### src/rtl/mem_wb_stage_if.sv
// Upstream instruction, data-memory read and register-file write signals of the writeback stage.
interface mem_wb_stage_if #(
  parameter int DATA_W     = 32,
  parameter int REG_ADDR_W = 4
);
  logic                  in_valid;
  logic                  in_ready;
  logic [DATA_W-1:0]     in_aluResult;
  logic                  in_isLd;
  logic                  in_isWb;
  logic [REG_ADDR_W-1:0] in_rd;
  logic [DATA_W-1:0]     mem_rdata;
  logic                  wr_en;
  logic [REG_ADDR_W-1:0] wr_addr;
  logic [DATA_W-1:0]     wr_data;
  logic                  wb_ready;

  modport master (
    output in_valid, in_aluResult, in_isLd, in_isWb, in_rd, mem_rdata, wb_ready,
    input  in_ready, wr_en, wr_addr, wr_data
  );

  modport slave (
    input  in_valid, in_aluResult, in_isLd, in_isWb, in_rd, mem_rdata, wb_ready,
    output in_ready, wr_en, wr_addr, wr_data
  );
endinterface

### src/rtl/mem_wb_stage.sv
// Writeback stage: load-data alignment register, 2-entry result FIFO, register-file
// write handshake, youngest-first forwarding lookup and retired-instruction counter.
module mem_wb_stage #(
  parameter int DATA_W     = 32,
  parameter int REG_ADDR_W = 4,
  parameter int CNT_W      = 32
) (
  input  logic                  clk,
  input  logic                  rstn,
  mem_wb_stage_if.slave         bus,
  input  logic [REG_ADDR_W-1:0] fwd_rs,
  output logic                  fwd_hit,
  output logic [DATA_W-1:0]     fwd_data,
  output logic [CNT_W-1:0]      retired_count
);

  logic                  s1_valid_r;
  logic [DATA_W-1:0]     s1_alu_r;
  logic                  s1_is_ld_r;
  logic                  s1_is_wb_r;
  logic [REG_ADDR_W-1:0] s1_rd_r;

  logic [DATA_W-1:0]     fifo_data_r [2];
  logic [REG_ADDR_W-1:0] fifo_rd_r   [2];
  logic [1:0]            fifo_wb_r;
  logic                  head_ptr_r;
  logic                  tail_ptr_r;
  logic [1:0]            count_r;
  logic [CNT_W-1:0]      retired_r;

  logic [DATA_W-1:0]     resolved_s;
  logic                  head_valid_s;
  logic                  pop_s;
  logic                  accept_s;
  logic                  in_ready_s;
  logic                  newest_ptr_s;
  logic [2:0]            occ_s;
  logic                  wr_en_s;
  logic [REG_ADDR_W-1:0] wr_addr_s;
  logic [DATA_W-1:0]     wr_data_s;
  logic                  fwd_hit_s;
  logic [DATA_W-1:0]     fwd_data_s;

  // Resolve S1, handshake decisions, write-port drive and forwarding lookup.
  always_comb begin
    resolved_s   = s1_is_ld_r ? bus.mem_rdata : s1_alu_r;
    head_valid_s = (count_r != 2'd0);
    pop_s        = head_valid_s && (!fifo_wb_r[head_ptr_r] || bus.wb_ready);
    occ_s        = {1'b0, count_r} + {2'b00, s1_valid_r} - {2'b00, pop_s};
    in_ready_s   = (occ_s < 3'd2);
    accept_s     = bus.in_valid && in_ready_s;
    newest_ptr_s = ~tail_ptr_r;

    wr_en_s   = 1'b0;
    wr_addr_s = {REG_ADDR_W{1'b0}};
    wr_data_s = {DATA_W{1'b0}};
    if (head_valid_s && fifo_wb_r[head_ptr_r]) begin
      wr_en_s   = 1'b1;
      wr_addr_s = fifo_rd_r[head_ptr_r];
      wr_data_s = fifo_data_r[head_ptr_r];
    end else begin
      wr_en_s   = 1'b0;
    end

    // With one entry queued the newest entry is the head, so the tail check only matters at two.
    fwd_hit_s  = 1'b0;
    fwd_data_s = {DATA_W{1'b0}};
    if (s1_valid_r && s1_is_wb_r && (s1_rd_r == fwd_rs)) begin
      fwd_hit_s  = 1'b1;
      fwd_data_s = resolved_s;
    end else if ((count_r == 2'd2) && fifo_wb_r[newest_ptr_s] && (fifo_rd_r[newest_ptr_s] == fwd_rs)) begin
      fwd_hit_s  = 1'b1;
      fwd_data_s = fifo_data_r[newest_ptr_s];
    end else if (head_valid_s && fifo_wb_r[head_ptr_r] && (fifo_rd_r[head_ptr_r] == fwd_rs)) begin
      fwd_hit_s  = 1'b1;
      fwd_data_s = fifo_data_r[head_ptr_r];
    end else begin
      fwd_hit_s  = 1'b0;
    end
  end

  assign bus.in_ready  = in_ready_s;
  assign bus.wr_en     = wr_en_s;
  assign bus.wr_addr   = wr_addr_s;
  assign bus.wr_data   = wr_data_s;
  assign fwd_hit       = fwd_hit_s;
  assign fwd_data      = fwd_data_s;
  assign retired_count = retired_r;

  // S1 alignment register: holds an accepted instruction for the cycle its load data arrives.
  always_ff @(posedge clk or negedge rstn) begin
    if (!rstn) begin
      s1_valid_r <= 1'b0;
      s1_alu_r   <= {DATA_W{1'b0}};
      s1_is_ld_r <= 1'b0;
      s1_is_wb_r <= 1'b0;
      s1_rd_r    <= {REG_ADDR_W{1'b0}};
    end else if (accept_s) begin
      s1_valid_r <= 1'b1;
      s1_alu_r   <= bus.in_aluResult;
      s1_is_ld_r <= bus.in_isLd;
      s1_is_wb_r <= bus.in_isWb;
      s1_rd_r    <= bus.in_rd;
    end else begin
      s1_valid_r <= 1'b0;
    end
  end

  // Result FIFO and retire counter; S1 always pushes, so the FIFO never back-pressures it.
  always_ff @(posedge clk or negedge rstn) begin
    if (!rstn) begin
      fifo_data_r[0] <= {DATA_W{1'b0}};
      fifo_data_r[1] <= {DATA_W{1'b0}};
      fifo_rd_r[0]   <= {REG_ADDR_W{1'b0}};
      fifo_rd_r[1]   <= {REG_ADDR_W{1'b0}};
      fifo_wb_r      <= 2'b00;
      head_ptr_r     <= 1'b0;
      tail_ptr_r     <= 1'b0;
      count_r        <= 2'd0;
      retired_r      <= {CNT_W{1'b0}};
    end else begin
      if (s1_valid_r) begin
        fifo_data_r[tail_ptr_r] <= resolved_s;
        fifo_rd_r[tail_ptr_r]   <= s1_rd_r;
        fifo_wb_r[tail_ptr_r]   <= s1_is_wb_r;
        tail_ptr_r              <= ~tail_ptr_r;
      end
      if (pop_s) begin
        head_ptr_r <= ~head_ptr_r;
        retired_r  <= retired_r + {{(CNT_W-1){1'b0}}, 1'b1};
      end
      if (s1_valid_r && !pop_s) begin
        count_r <= count_r + 2'd1;
      end else if (!s1_valid_r && pop_s) begin
        count_r <= count_r - 2'd1;
      end else begin
        count_r <= count_r;
      end
    end
  end

endmodule

### src/flat_wrapper.sv
// flat-port wrapper written by rule: the top's interface ports become plain ports
module mem_wb_stage_flat 
#(
  parameter int DATA_W     = 32,
  parameter int REG_ADDR_W = 4,
  parameter int CNT_W      = 32
)
  (clk, rstn, fwd_rs, fwd_hit, fwd_data, retired_count, bus_in_valid, bus_in_aluResult, bus_in_isLd, bus_in_isWb, bus_in_rd, bus_mem_rdata, bus_wb_ready, bus_in_ready, bus_wr_en, bus_wr_addr, bus_wr_data);
  mem_wb_stage_if #(.DATA_W(DATA_W), .REG_ADDR_W(REG_ADDR_W)) bus_i ();
  input  logic clk;
  input  logic rstn;
  input  logic [REG_ADDR_W-1:0] fwd_rs;
  output logic fwd_hit;
  output logic [DATA_W-1:0] fwd_data;
  output logic [CNT_W-1:0] retired_count;
  input wire logic [$bits(bus_i.in_valid)-1:0] bus_in_valid;
  input wire logic [$bits(bus_i.in_aluResult)-1:0] bus_in_aluResult;
  input wire logic [$bits(bus_i.in_isLd)-1:0] bus_in_isLd;
  input wire logic [$bits(bus_i.in_isWb)-1:0] bus_in_isWb;
  input wire logic [$bits(bus_i.in_rd)-1:0] bus_in_rd;
  input wire logic [$bits(bus_i.mem_rdata)-1:0] bus_mem_rdata;
  input wire logic [$bits(bus_i.wb_ready)-1:0] bus_wb_ready;
  output wire logic [$bits(bus_i.in_ready)-1:0] bus_in_ready;
  output wire logic [$bits(bus_i.wr_en)-1:0] bus_wr_en;
  output wire logic [$bits(bus_i.wr_addr)-1:0] bus_wr_addr;
  output wire logic [$bits(bus_i.wr_data)-1:0] bus_wr_data;
  assign bus_i.in_valid = bus_in_valid;
  assign bus_i.in_aluResult = bus_in_aluResult;
  assign bus_i.in_isLd = bus_in_isLd;
  assign bus_i.in_isWb = bus_in_isWb;
  assign bus_i.in_rd = bus_in_rd;
  assign bus_i.mem_rdata = bus_mem_rdata;
  assign bus_i.wb_ready = bus_wb_ready;
  assign bus_in_ready = bus_i.in_ready;
  assign bus_wr_en = bus_i.wr_en;
  assign bus_wr_addr = bus_i.wr_addr;
  assign bus_wr_data = bus_i.wr_data;
  mem_wb_stage #(.DATA_W(DATA_W), .REG_ADDR_W(REG_ADDR_W), .CNT_W(CNT_W)) u_core (.clk(clk), .rstn(rstn), .bus(bus_i), .fwd_rs(fwd_rs), .fwd_hit(fwd_hit), .fwd_data(fwd_data), .retired_count(retired_count));
endmodule
### config.mk
export PLATFORM = sky130hd
export DESIGN_NAME = mem_wb_stage_flat
export DESIGN_NICKNAME = d
export VERILOG_FILES = /design/src/rtl/mem_wb_stage_if.sv /design/src/rtl/mem_wb_stage.sv /design/src/flat_wrapper.sv
export SDC_FILE = /design/constraint.sdc
export NUM_CORES = 1
export LEC_CHECK = 0
export CAP_MARGIN = 40
export CORE_UTILIZATION = 25
export CTS_CLUSTER_SIZE = 14
export DETAILED_ROUTE_END_ITERATION = 6
export DONT_BUFFER_PORTS = 1
export SLEW_MARGIN = 20
export SYNTH_ARGS = -nofsm -noshare
export SYNTH_HDL_FRONTEND = slang
export SYNTH_SLANG_ARGS = --single-unit
### constraint.sdc
create_clock -name clk -period 6.4 [get_ports clk]
set_input_delay 1.28 -clock clk [delete_from_list [all_inputs] [get_ports clk]]
set_output_delay 1.28 -clock clk [all_outputs]
set_load 0.03 [all_outputs]
==> Yosys cells after proc, flatten, opt, wreduce, memory -nomap -nowiden <==
Index checks and enable logic that the tools add are counted.
Widths: inputs -> output; s select.
{ "word_totals": {"output_inout_bits": 103, "register_bits": 149, "elab_cells": 93} }
{ "op_classes": {"eq_ne": 4, "muxes": 38, "bitwise": 5, "n_reduce_logical": 18, "magnitude_cmp": 9, "add_sub_neg": 5} }
{ "op_table": {"columns": ["op", "count"], "rows": [
  ["$mux 32", 12],
  ["$bwmux 64", 1],
  ["$add 32x1->32 const B", 1],
  ["$demux 32 s1", 1],
  ["$mux 4", 8],
  ["$eq 4x4->1", 3],
  ["$logic_and 1x1->1", 12],
  ["$mux 1", 10],
  ["$bwmux 8", 1],
  ["$ge 2x2->1 const B", 3],
  ["$lt 1x2->1 const B", 3],
  ["$not 1->2", 3],
  ["$demux 4 s1", 1],
  ["$mux 2", 2],
  ["$reduce_bool 2->1", 2],
  ["$add 2x1->3", 1],
  ["$logic_not 1->1", 3],
  ["$lt 3x2->1 const B", 1],
  ["$sub 3x1->3", 1],
  ["$add 2x1->2 const B", 1],
  ["$bwmux 2", 1],
  ["$eq 2x2->1 const B", 1],
  ["$lt 2x1->1 const B", 1],
  ["$not 1->1", 2],
  ["other kinds (4)", 4]
]} }

==> Depth between registers and ports, before layout <==
Gate-level depths: netlist of run 1.
{ "depth": {"depth_word": 9, "mapped_depth": 11, "mapped_depth_nobuf": 9} }

==> Least setup slack after synthesis of run 1 <==
OpenSTA, ideal clock, no wires.
{ "synth_timing": {"path_kind": "input port to output port", "startpoint": "in bus_wb_ready", "endpoint": "out bus_in_ready", "path_stages": 6, "slack_ns": 2.218, "path_buffers": 0, "required_time_ns": 5.120, "arrival_ns": 2.902, "cell_sequence": "o22ai_1 -> ha_1 -> nand2b_1 -> fa_1 -> xnor2_1 -> and2_1"} }
{ "synth_via": {"elab_chain_cells": 4} }
{ "synth_lines": {"columns": ["item", "line", "rtl"], "rows": [
  ["start: declaration", "flat_wrapper.sv:22", "input wire logic [$bits(bus_i.wb_ready)-1:0] bus_wb_ready;"],
  ["$logic_or 1x1->1", "mem_wb_stage.sv:48", "pop_s = head_valid_s && (!fifo_wb_r[head_ptr_r] || bus.wb_ready);"],
  ["$logic_and 1x1->1", "mem_wb_stage.sv:48", null],
  ["$sub 3x1->3", "mem_wb_stage.sv:49", "occ_s = {1'b0, count_r} + {2'b00, s1_valid_r} - {2'b00, pop_s};"],
  ["$lt 3x2->1", "mem_wb_stage.sv:50", "in_ready_s = (occ_s < 3'd2);"],
  ["end: declaration", "flat_wrapper.sv:23", "output wire logic [$bits(bus_i.in_ready)-1:0] bus_in_ready;"]
]} }
No other way between the ends.

==> Worst setup path in the final report of run 1 <==
{ "layout_timing": {"startpoint": "reg u_core.tail_ptr_r", "endpoint": "out fwd_data[19]"} }
{ "layout_via": {"elab_chain_cells": 9, "elab_cells_between_ends": 15} }
{ "layout_lines": {"columns": ["item", "line", "rtl"], "rows": [
  ["start: declaration", "mem_wb_stage.sv:27", "logic tail_ptr_r;"],
  ["start signal: assignment", "mem_wb_stage.sv:126", "tail_ptr_r <= ~tail_ptr_r;"],
  ["$not 1->1", "mem_wb_stage.sv:52", "newest_ptr_s = ~tail_ptr_r;"],
  ["$not 1->2 (not written as such)", "mem_wb_stage.sv:71, mem_wb_stage.sv:73", null],
  ["$mux 4 (not written as such) (3 in a row)", "mem_wb_stage.sv:71", "end else if ((count_r == 2'd2) && fifo_wb_r[newest_ptr_s] && (fifo_rd_r[newest_ptr_s] == fwd_rs)) begin"],
  ["$eq 4x4->1", "mem_wb_stage.sv:71", null],
  ["$logic_and 1x1->1", "mem_wb_stage.sv:71", null],
  ["$mux 32 *", "mem_wb_stage.sv:71", null],
  ["$mux 32 *", "mem_wb_stage.sv:68", "if (s1_valid_r && s1_is_wb_r && (s1_rd_r == fwd_rs)) begin"],
  ["end: declaration", "flat_wrapper.sv:14", "output logic [DATA_W-1:0] fwd_data;"]
]} }
Every way passes the cells marked *; elsewhere a longest branch is shown, timed or not. The select of a mux whose other input is x is not followed.

==> results.sh, run 1 <==
export IMPL_status="complete, but fails checks"
export IMPL_violations="design-rule violations"
export IMPL_r2r_cells=11
export IMPL_synth_top_area_frac=0.471
export IMPL_tns_ps=0
export IMPL_critPathArrivalTime_ps=3730
export IMPL_synth_mux_area_frac=0.202
export IMPL_clkPwrFrac=0.209
export IMPL_area_delta_synth_final_pct=13.6
export IMPL_port_buffers=0
export IMPL_finalNetCount=787
export IMPL_drt_iter0_drc=243
export IMPL_drive_gt1_frac=0.182
export IMPL_internal_power_w=0.00291
export IMPL_synth_top_family_by_area="multiplexers"
export IMPL_syn_avg_cell_area_um2=10.9
export IMPL_grt_overflow_total=0
export IMPL_hold_end="u_core.s1_alu_r[3]"
export IMPL_vias=5553
export IMPL_cp_max_fo=35
export IMPL_antenna_left=0
export IMPL_ys_seq_area_frac=0.471
export IMPL_yosys_top_cells_area="dfrtp_1 (47%), mux2i_1 (13%), mux2_2 (6.8%)"
export IMPL_netSwitchingPower_w=0.00236
export IMPL_cpLargestDelayFamily="flip-flops"
export IMPL_place_gp_congestion=0.759
export IMPL_cts_tree="done"
export IMPL_period_needed_ps=5010
export IMPL_total_power_w=0.00527
export IMPL_cap_violations=0
export IMPL_synthFlopType="dfrtp_1"
export IMPL_grt_pass1_vias=5560
export IMPL_ys_types=36
export IMPL_power_density_nw_per_um2=586
export IMPL_setup_viol=0
export IMPL_hp_start="u_core.s1_alu_r[3]"
export IMPL_synth_area_leader_cell="dfrtp_1"
export IMPL_hold_class="register to register"
export IMPL_grt_usage=0.140
export IMPL_viasPerCell=4.98
export IMPL_insertion_delay_ps=440
export IMPL_finalInstanceArea_um2=8990
export IMPL_drc=13
export IMPL_slew_headroom=0.470
export IMPL_grt_pass1_wl_mm=34.3
export IMPL_r2r_setup_slack_ps=2760
export IMPL_p_leak_nw=3.79
export IMPL_synthAdderAreaFrac=0.00728
export IMPL_finalHoldViolations=0
export IMPL_coreArea_um2=30800
export IMPL_routedWlPerCell_um=19.7
export IMPL_synth_edf_count=0
export IMPL_antenna_found_initial=1
export IMPL_ys_seq_elements=149
export IMPL_synth_async_sr_flop_share=1.00
export IMPL_cts_resized=0
export IMPL_worst_path_largest_cell_delay_ps=840
export IMPL_cp_start_kind="register"
export IMPL_clk_pin_slew_worst_paths_ps=80
export IMPL_cts_buffers=17
export IMPL_synthesis_nets=807
export IMPL_p_seq_frac=0.329
export IMPL_start_util=0.257
export IMPL_dp_hpwl_mm=14.8
export IMPL_clockBufferDepth=2
export IMPL_synth_compound_area_frac=0.130
export IMPL_num_fill_cells=3177
export IMPL_hold_worst_slack_ps=503
export IMPL_rsz0062_at_grt="false"
export IMPL_cp_data_required_time_ps=5120
export IMPL_dr_pass1_iters=7
export IMPL_hold_path_depth=1
export IMPL_cts_sinks=149
export IMPL_crit_chain="mux2i_1 > xnor2_2 > buf_4 > or3_2 > buf_4 > o221ai_1"
export IMPL_die_h_um=180
export IMPL_swShare=0.448
export IMPL_dieArea_um2=32400
export IMPL_comb_power_share=0.462
export IMPL_yosysMostFrequentCell="dfrtp_1"
export IMPL_timing_fmax_mhz=200
export IMPL_cts_htree_levels=4
export IMPL_grt_max_degree=150
export IMPL_ys_warn_count=0
export IMPL_pin_count=181
export IMPL_placed_cell_area_um2=8340
export IMPL_path_buf_inv=2
export IMPL_clockRootBuffer="clkbuf_16"
export IMPL_timing_rr_end="u_core.s1_alu_r[17]"
export IMPL_diodes=0
export IMPL_drt_wl_total_mm=21.9
export IMPL_rows=64
export IMPL_syn_cell_area_um2=7910
export IMPL_postCtsHoldBufs=0
export IMPL_yosys_area_share_simple=0.0997
export IMPL_critical_path_most_common_cell="buf_4"
export IMPL_netlist_instances=725
export IMPL_worstReg2RegStart="u_core.head_ptr_r"
export IMPL_synthTopCellsByCount="dfrtp_1 (149), mux2i_1 (106), nor2_1 (72), nand2_1 (50), mux2_2 (48)"
export IMPL_synth_xor_area_frac=0.0543
export IMPL_critPathKind="register to output pin"
export IMPL_die_w_um=180
export IMPL_cts_setup_buffers=0
export IMPL_endpoint_kind="output pin"
export IMPL_finClkSkew_ps=17.6
export IMPL_fin_crit_sh=0.782
export IMPL_ir_worst_vdd_mv=0.243
export IMPL_slowest_stage="dfrtp_2"
export IMPL_slew_violations=0
export IMPL_tightestPinTransition_ps=791
[worst register-to-register path, delay by kind of cell (launching register included)]
kind | cells | cell delay [ps]
flip-flops | 1 | 410
buffers and inverters | 2 | 490
adder cells (fa/ha/maj) | 2 | 780
AND/OR/NAND/NOR | 3 | 840
multiplexers | 2 | 660
XOR/XNOR | 1 | 130
AO/OA/AOI/OAI | 1 | 240
[logic make-up (layout without fill, tap and decap cells)]
logic type	after synthesis	in the layout
flops	149	149
xor+xnor	49	49
buf+inv	64	57
compound gates	132	132
mux	154	154
fa+ha+maj	4	4
simple gates	173	173
[per-layer routing]
layer | up-vias | part of all wire | GRT usage
li1 | 2596 | - | -
met1 | 2764 | 0.45 | 0.179
met2 | 171 | 0.46 | 0.220
met3 | 20 | 0.076 | 0.0484
met4 | 2 | 0.011 | 0.0434
met5 | - | 0.00041 | 0
[per-stage QoR]
| step | worst slack, ps | std cells | util |
|---|---|---|---|
| 2_1_floorplan | 2220 | 725 | - |
| 3_3_place_gp | 1590 | 1076 | 0.269 |
| 3_5_place_dp | 1570 | 1080 | 0.271 |
| 4_1_cts | 1240 | 1112 | 0.291 |
| 5_1_grt | 1120 | 1114 | 0.291 |
| 6_report | 1390 | 1114 | 0.291 |
[registers in the layout, indices dropped and copies added, names as in the netlist]
signal and count:
u_core.s1_is_ld_r 1, u_core.s1_alu_r 32, u_core.count_r 2, u_core.retired_count 32, u_core.head_ptr_r 1, u_core.fifo_rd_r 8
u_core.tail_ptr_r 1, u_core.s1_rd_r 4, u_core.s1_valid_r 1, u_core.fifo_data_r 64, u_core.s1_is_wb_r 1, u_core.fifo_wb_r 2
[placed cells by master, fill, tap and decap left out, types with 2 or more instances in the layout]
master      instances
o211ai_2            3
o221ai_2           18
nand3_1            12
dfrtp_2             3
xor2_1             14
clkinvlp_4          2
o21ai_0            33
xnor2_1            34
dfrtp_1           146
clkbuf_1            2
o221ai_1           10
nand2_2             2
nand2b_1            5
clkbuf_4            2
nor2_1             72
bufinv_16           4
o2111ai_1          32
clkbuf_16          17
nor4_2              2
clkinv_4            4
buf_16              2
mux2i_1           106
clkinv_2            2
nor3b_1             2
and3_1              4
and4_1              2
nor3_1              6
inv_1               6
nand4_1             7
mux2_2             48
buf_4              14
a21oi_1            33
o211ai_1            2
nand2_1            48
ha_1                3
and2_1              3
[power by group through the flow]
stage	sequential, W	clock [W]	combinational (W)
after floorplan	0.00159	0	0.00199
after global placement	0.00173	0	0.00237
after detailed placement	0.00175	0	0.00246
after CTS	0.00173	0.00113	0.00246
after global routing	0.00179	0.00117	0.00265
final	0.00173	0.00110	0.00244
[worst max path at each step]
stage / from / endpoint / slack, ps / cells past startpoint
6_report: u_core.tail_ptr_r / fwd_data[19] / 1390 / 6
5_1_grt: u_core.tail_ptr_r / fwd_data[21] / 1120 / 6
4_1_cts: u_core.tail_ptr_r / fwd_data[19] / 1240 / 6
3_5_place_dp: fwd_rs[2] / fwd_data[19] / 1570 / 6
3_3_place_gp: fwd_rs[2] / fwd_data[17] / 1590 / 6
2_1_floorplan: bus_wb_ready / bus_in_ready / 2220 / 6
[area by class of cell]
cell class / count / area, µm² / area share
Tap cell: 396 / 495 / 0.0551
Sequential cell: 149 / 3730 / 0.415
Timing Repair Buffer: 19 / 179 / 0.0199
Inverter: 6 / 22.5 / 0.00251
Clock buffer: 20 / 447 / 0.0497
Clock inverter: 12 / 180 / 0.0201
Multi-Input combinational cell: 512 / 3930 / 0.437
No activity file was read; power rests on OpenSTA's default activity.
==> run 2, diff against run 1 <==
clock period = 4.1 ns   (was 6.4 ns; I/O delays follow)
==> run 2 against run 1 <==
The run still ends with design-rule violations left. Sequential cell count unchanged. Core utilization increased by 1.7 points. Register-to-register slack got worse by 2000 ps. Clock power increased by 53%. Sequential power increased by 55%. Routed wire length increased by 2.6%. Critical path depth increased by 1. Clock-buffer cell count decreased by 1. Sequential share of layout area decreased by 2.3 points. Die area unchanged. Critical endpoint is now fwd_data[16]. Highest routed layer unchanged.
==> results.sh, run 2 (synthesis gave the netlist of run 1 again) <==
export IMPL_pin_count=181
export IMPL_clockBufferDepth=2
export IMPL_timing_rr_end="u_core.s1_alu_r[1]"
export IMPL_drt_wl_total_mm=22.5
export IMPL_setup_viol=0
export IMPL_r2r_setup_slack_ps=780
export IMPL_slew_headroom=0.445
export IMPL_place_gp_congestion=0.743
export IMPL_critPathKind="register to output pin"
export IMPL_worst_path_largest_cell_delay_ps=750
export IMPL_die_w_um=180
export IMPL_drt_iter0_drc=250
export IMPL_diodes=0
export IMPL_endpoint_kind="output pin"
export IMPL_cts_htree_levels=4
export IMPL_status="complete, but fails checks"
export IMPL_grt_pass1_vias=6020
export IMPL_top_register="u_core.fifo_data_r"
export IMPL_area_delta_synth_final_pct=20.3
export IMPL_final_cell_mix="dfrtp_1 (146), mux2i_1 (106), buf_4 (82), nor2_1 (72)"
export IMPL_finClkSkew_ps=14.6
export IMPL_clk_pin_slew_worst_paths_ps=60
export IMPL_final_common_cell="dfrtp_1"
export IMPL_cts_resized=0
export IMPL_tightestPinTransition_ps=832
export IMPL_dr_pass1_iters=6
export IMPL_power_density_nw_per_um2=904
export IMPL_insertion_delay_ps=440
export IMPL_slowest_stage="or3_2"
export IMPL_placed_cell_area_um2=8880
export IMPL_grt_max_degree=150
export IMPL_coreArea_um2=30800
export IMPL_violations="design-rule violations"
export IMPL_finalInstanceArea_um2=9520
export IMPL_critPathArrivalTime_ps=2990
export IMPL_slew_violations=0
export IMPL_ir_worst_vdd_mv=0.348
export IMPL_fin_crit_sh=0.929
export IMPL_num_fill_cells=3179
export IMPL_total_power_w=0.00860
export IMPL_cp_start_kind="register"
export IMPL_cts_tree="done"
export IMPL_cts_sinks=149
export IMPL_cp_max_fo=17
export IMPL_cts_setup_buffers=0
export IMPL_timing_fmax_mhz=262
export IMPL_r2r_cells=10
export IMPL_rows=64
export IMPL_largest_reg_flops=64
export IMPL_critPathCapture="fwd_data[16]"
export IMPL_cts_buffers=17
export IMPL_grt_overflow_total=0
export IMPL_start_util=0.257
export IMPL_period_needed_ps=3810
export IMPL_viasPerCell=4.84
export IMPL_die_h_um=180
export IMPL_drc=13
export IMPL_clockRootBuffer="clkbuf_16"
export IMPL_p_leak_nw=4.17
export IMPL_cp_data_required_time_ps=3280
export IMPL_finalHoldViolations=0
export IMPL_crit_chain="mux2i_1 > nor3b_1 > nand4_2 > or3_2 > buf_12 > o221ai_1 > buf_4"
export IMPL_grt_pass1_wl_mm=35.7
export IMPL_drive_gt1_frac=0.254
export IMPL_cap_violations=0
export IMPL_hold_class="primary input to async pin"
export IMPL_finalNetCount=855
export IMPL_crit_path_start="u_core.tail_ptr_r"
export IMPL_port_buffers=0
export IMPL_rsz0062_at_grt="false"
export IMPL_antenna_left=0
export IMPL_antenna_found_initial=1
export IMPL_vias=5724
export IMPL_routedWlPerCell_um=19.0
export IMPL_worstReg2RegStart="u_core.head_ptr_r"
export IMPL_tns_ps=0
export IMPL_grt_usage=0.143
export IMPL_dp_hpwl_mm=14.9
export IMPL_dieArea_um2=32400
export IMPL_postCtsHoldBufs=0
-- run 2: cell count changes in the layout (fill, tap and decap cells not counted), sizes merged --
cell,change
inv,+2
clkbuf,-3
clkinv,-1
buf,+70
-- run 2: power breakdown --
group / switching (W) / leakage [nW] / internal [W]
Clock: 0.000665 / 0.298 / 0.00102
Sequential: 0.000602 / 1.78 / 0.00209
Combinational: 0.00248 / 2.09 / 0.00174
Total: 0.00375 / 4.17 / 0.00485
-- run 2: routing by layer --
metal,track usage,wire [µm],vias up
li1,-,-,2725
met5,0,10,-
met4,0.0452,318,2
met3,0.0432,1590,20
met1,0.184,10100,2803
met2,0.230,10500,174
-- run 2: worst min-delay path by stage --
| stage | startpoint | endpoint | slack, ps | cells past startpoint |
|---|---|---|---|---|
| 3_5_place_dp | u_core.fifo_data_r[45] | u_core.fifo_data_r[45] | 490 | 2 |
| 4_1_cts | rstn | u_core.retired_count[9] | 50 | 0 |
| 5_1_grt | rstn | u_core.retired_count[10] | 50 | 0 |
| 2_1_floorplan | u_core.fifo_data_r[32] | u_core.fifo_data_r[32] | 470 | 2 |
| 3_3_place_gp | u_core.fifo_data_r[44] | u_core.fifo_data_r[44] | 480 | 2 |
| 6_report | rstn | u_core.retired_count[5] | 90 | 0 |
-- run 2: worst max-delay path: cells and delay by family (launching register included) --
family          cells  cell delay (ps)
flops               1              520
mux                 1              160
buf+inv             2              470
compound gates      1              160
simple gates        3             1220
-- run 2: layout make-up --
cell class / instances / area [µm²] / area share
well taps: 396 / 495 / 0.0521
clock inverters: 13 / 181 / 0.0191
multi-input cells: 512 / 3930 / 0.413
inverters: 6 / 22.5 / 0.00237
clock buffers: 19 / 433 / 0.0455
repair buffers: 87 / 723 / 0.0760
flip-flops and latches: 149 / 3730 / 0.392
-- run 2: metrics by stage --
step | std cells | hold slack (ps) | utilization | setup slack, ps
2_1_floorplan | 725 | 470 | - | 506
3_3_place_gp | 1148 | 484 | 0.287 | 667
3_5_place_dp | 1149 | 492 | 0.288 | 638
4_1_cts | 1181 | 52.7 | 0.308 | 226
5_1_grt | 1182 | 52.7 | 0.309 | 93.1
6_report | 1182 | 87.9 | 0.309 | 290
==> run 3, diff against run 2 <==
SKIP_CTS_REPAIR_TIMING = 1   (was default)
clock period = 4.5 ns   (was 4.1 ns; I/O delays follow)
==> run 3 against run 2 <==
The run still ends with design-rule violations left. Via count is 0.51% higher. Die area unchanged. Core utilization fell by 0.34 points. Cell area decreased by 1.1%. Worst setup slack better by 210 ps.
==> results.sh, run 3 (synthesis gave the netlist of run 1 again) <==
export IMPL_setup_viol=0
export IMPL_cp_max_fo=17
export IMPL_worst_path_largest_cell_delay_ps=760
export IMPL_power_density_nw_per_um2=812
export IMPL_start_util=0.257
export IMPL_largest_reg_flops=64
export IMPL_drt_iter0_drc=265
export IMPL_endpoint_kind="output pin"
export IMPL_cp_start_kind="register"
export IMPL_p_leak_nw=4.09
export IMPL_coreArea_um2=30800
export IMPL_clockRootBuffer="clkbuf_16"
export IMPL_violations="design-rule violations"
export IMPL_routedWlPerCell_um=19.0
export IMPL_ir_worst_vdd_mv=0.325
export IMPL_drive_gt1_frac=0.246
export IMPL_status="complete, but fails checks"
export IMPL_slowest_stage="or3_2"
export IMPL_place_gp_congestion=0.773
export IMPL_antenna_left=0
export IMPL_preCtsSetupSlack_ps=623
export IMPL_fin_crit_sh=0.888
export IMPL_die_w_um=180
export IMPL_cpLargestDelayFamily="simple AND/OR/NAND/NOR gates"
export IMPL_cts_sinks=149
export IMPL_rows=64
export IMPL_num_fill_cells=3123
export IMPL_utilization=0.305
export IMPL_timing_fmax_mhz=250
export IMPL_finalNetCount=849
export IMPL_crit_chain="mux2i_1 > xor2_1 > nand4_2 > or3_2 > buf_16 > o221ai_1 > buf_4"
export IMPL_finalHoldViolations=0
export IMPL_cp_data_required_time_ps=3600
export IMPL_rsz0062_at_grt="false"
export IMPL_antenna_found_initial=1
export IMPL_pin_count=181
export IMPL_place_inst=1144
export IMPL_grt_usage=0.143
export IMPL_drc=13
export IMPL_fin_ws_ps=503
export IMPL_grt_max_degree=150
export IMPL_port_buffers=0
export IMPL_layout_cells_non_filler=1177
export IMPL_path_buf_inv=2
export IMPL_final_common_cell="dfrtp_1"
export IMPL_cap_violations=0
export IMPL_grt_overflow_total=0
export IMPL_hold_class="primary input to async pin"
export IMPL_cts_htree_levels=4
export IMPL_clockBufferDepth=2
export IMPL_cts_buffers=17
export IMPL_critPathArrivalTime_ps=3100
export IMPL_tns_ps=0
export IMPL_period_needed_ps=4000
export IMPL_insertion_delay_ps=440
export IMPL_viasPerCell=4.89
export IMPL_top_register="u_core.fifo_data_r"
export IMPL_dr_pass1_iters=7
export IMPL_clk_pin_slew_worst_paths_ps=60
export IMPL_slew_violations=0
export IMPL_critPathKind="register to output pin"
export IMPL_vias=5753
export IMPL_final_cell_mix="dfrtp_1 (146), mux2i_1 (106), buf_4 (78), nor2_1 (72)"
export IMPL_grt_pass1_vias=5946
export IMPL_finClkSkew_ps=11.1
export IMPL_dp_hpwl_mm=15.2
export IMPL_area_delta_synth_final_pct=19.0
export IMPL_tightestPinTransition_ps=795
export IMPL_grt_pass1_wl_mm=35.5
export IMPL_slew_headroom=0.465
export IMPL_cts_tree="done"
export IMPL_dieArea_um2=32400
export IMPL_die_h_um=180
export IMPL_drt_wl_total_mm=22.4
-- run 3: cell count changes in the layout (fill, tap and decap cells not counted) --
cell        previous run  this run
clkbuf_1               2         4
bufinv_16              4         2
buf_4                 82        78
clkbuf_8               0         1
clkinv_2               4         0
diode_2                0         1
clkinvlp_4             2         5
buf_12                 4         2
-- run 3: final timing paths --
path / startpoint / cells past startpoint / endpoint / slack, ps
hold / removal: rstn / 0 / u_core.retired_count[6] / 160
setup / recovery: u_core.tail_ptr_r / 7 / fwd_data[14] / 500
min in group clk: u_core.s1_alu_r[9] / 1 / u_core.s1_alu_r[9] / 510
max in group asynchronous: rstn / 0 / u_core.s1_is_ld_r / 4030
setup reg to reg: u_core.head_ptr_r / 10 / u_core.s1_alu_r[7] / 900
hold reg to reg: u_core.s1_alu_r[9] / 1 / u_core.s1_alu_r[9] / 510
-- run 3: metrics by stage --
stage          cell area (µm²)  hold WS (ps)  power, W
2_1_floorplan             7910           470   0.00509
3_3_place_gp              8790           483   0.00621
3_5_place_dp              8830           492   0.00627
4_1_cts                   9410           133   0.00776
5_1_grt                   9410           131   0.00816
6_report                  9410           160   0.00765
-- run 3: metal layers --
layer | share of wire | global-route usage | wire length, µm | up-vias
met4 | 0.017 | 0.0466 | 375 | 0
met2 | 0.47 | 0.230 | 10500 | 184
met1 | 0.45 | 0.182 | 10100 | 2842
li1 | - | - | - | 2705
met5 | 0 | 0 | 0 | -
met3 | 0.063 | 0.0434 | 1400 | 22
-- run 3: final cells by class --
cell class                      count  area (µm²)  area share
Inverter                            6        22.5     0.00239
Antenna cell                        1        2.50    0.000266
Timing Repair Buffer               81         653      0.0694
Multi-Input combinational cell    512        3930       0.417
Sequential cell                   149        3730       0.396
Clock inverter                     10         124      0.0132
Clock buffer                       22         454      0.0482
Tap cell                          396         495      0.0526
-- run 3: report_power, final --
| part | total (W) | switching [W] | internal [W] |
|---|---|---|---|
| sequential | 0.00243 | 0.000527 | 0.00190 |
| combinational | 0.00377 | 0.00227 | 0.00151 |
| clock | 0.00144 | 0.000607 | 0.000836 |
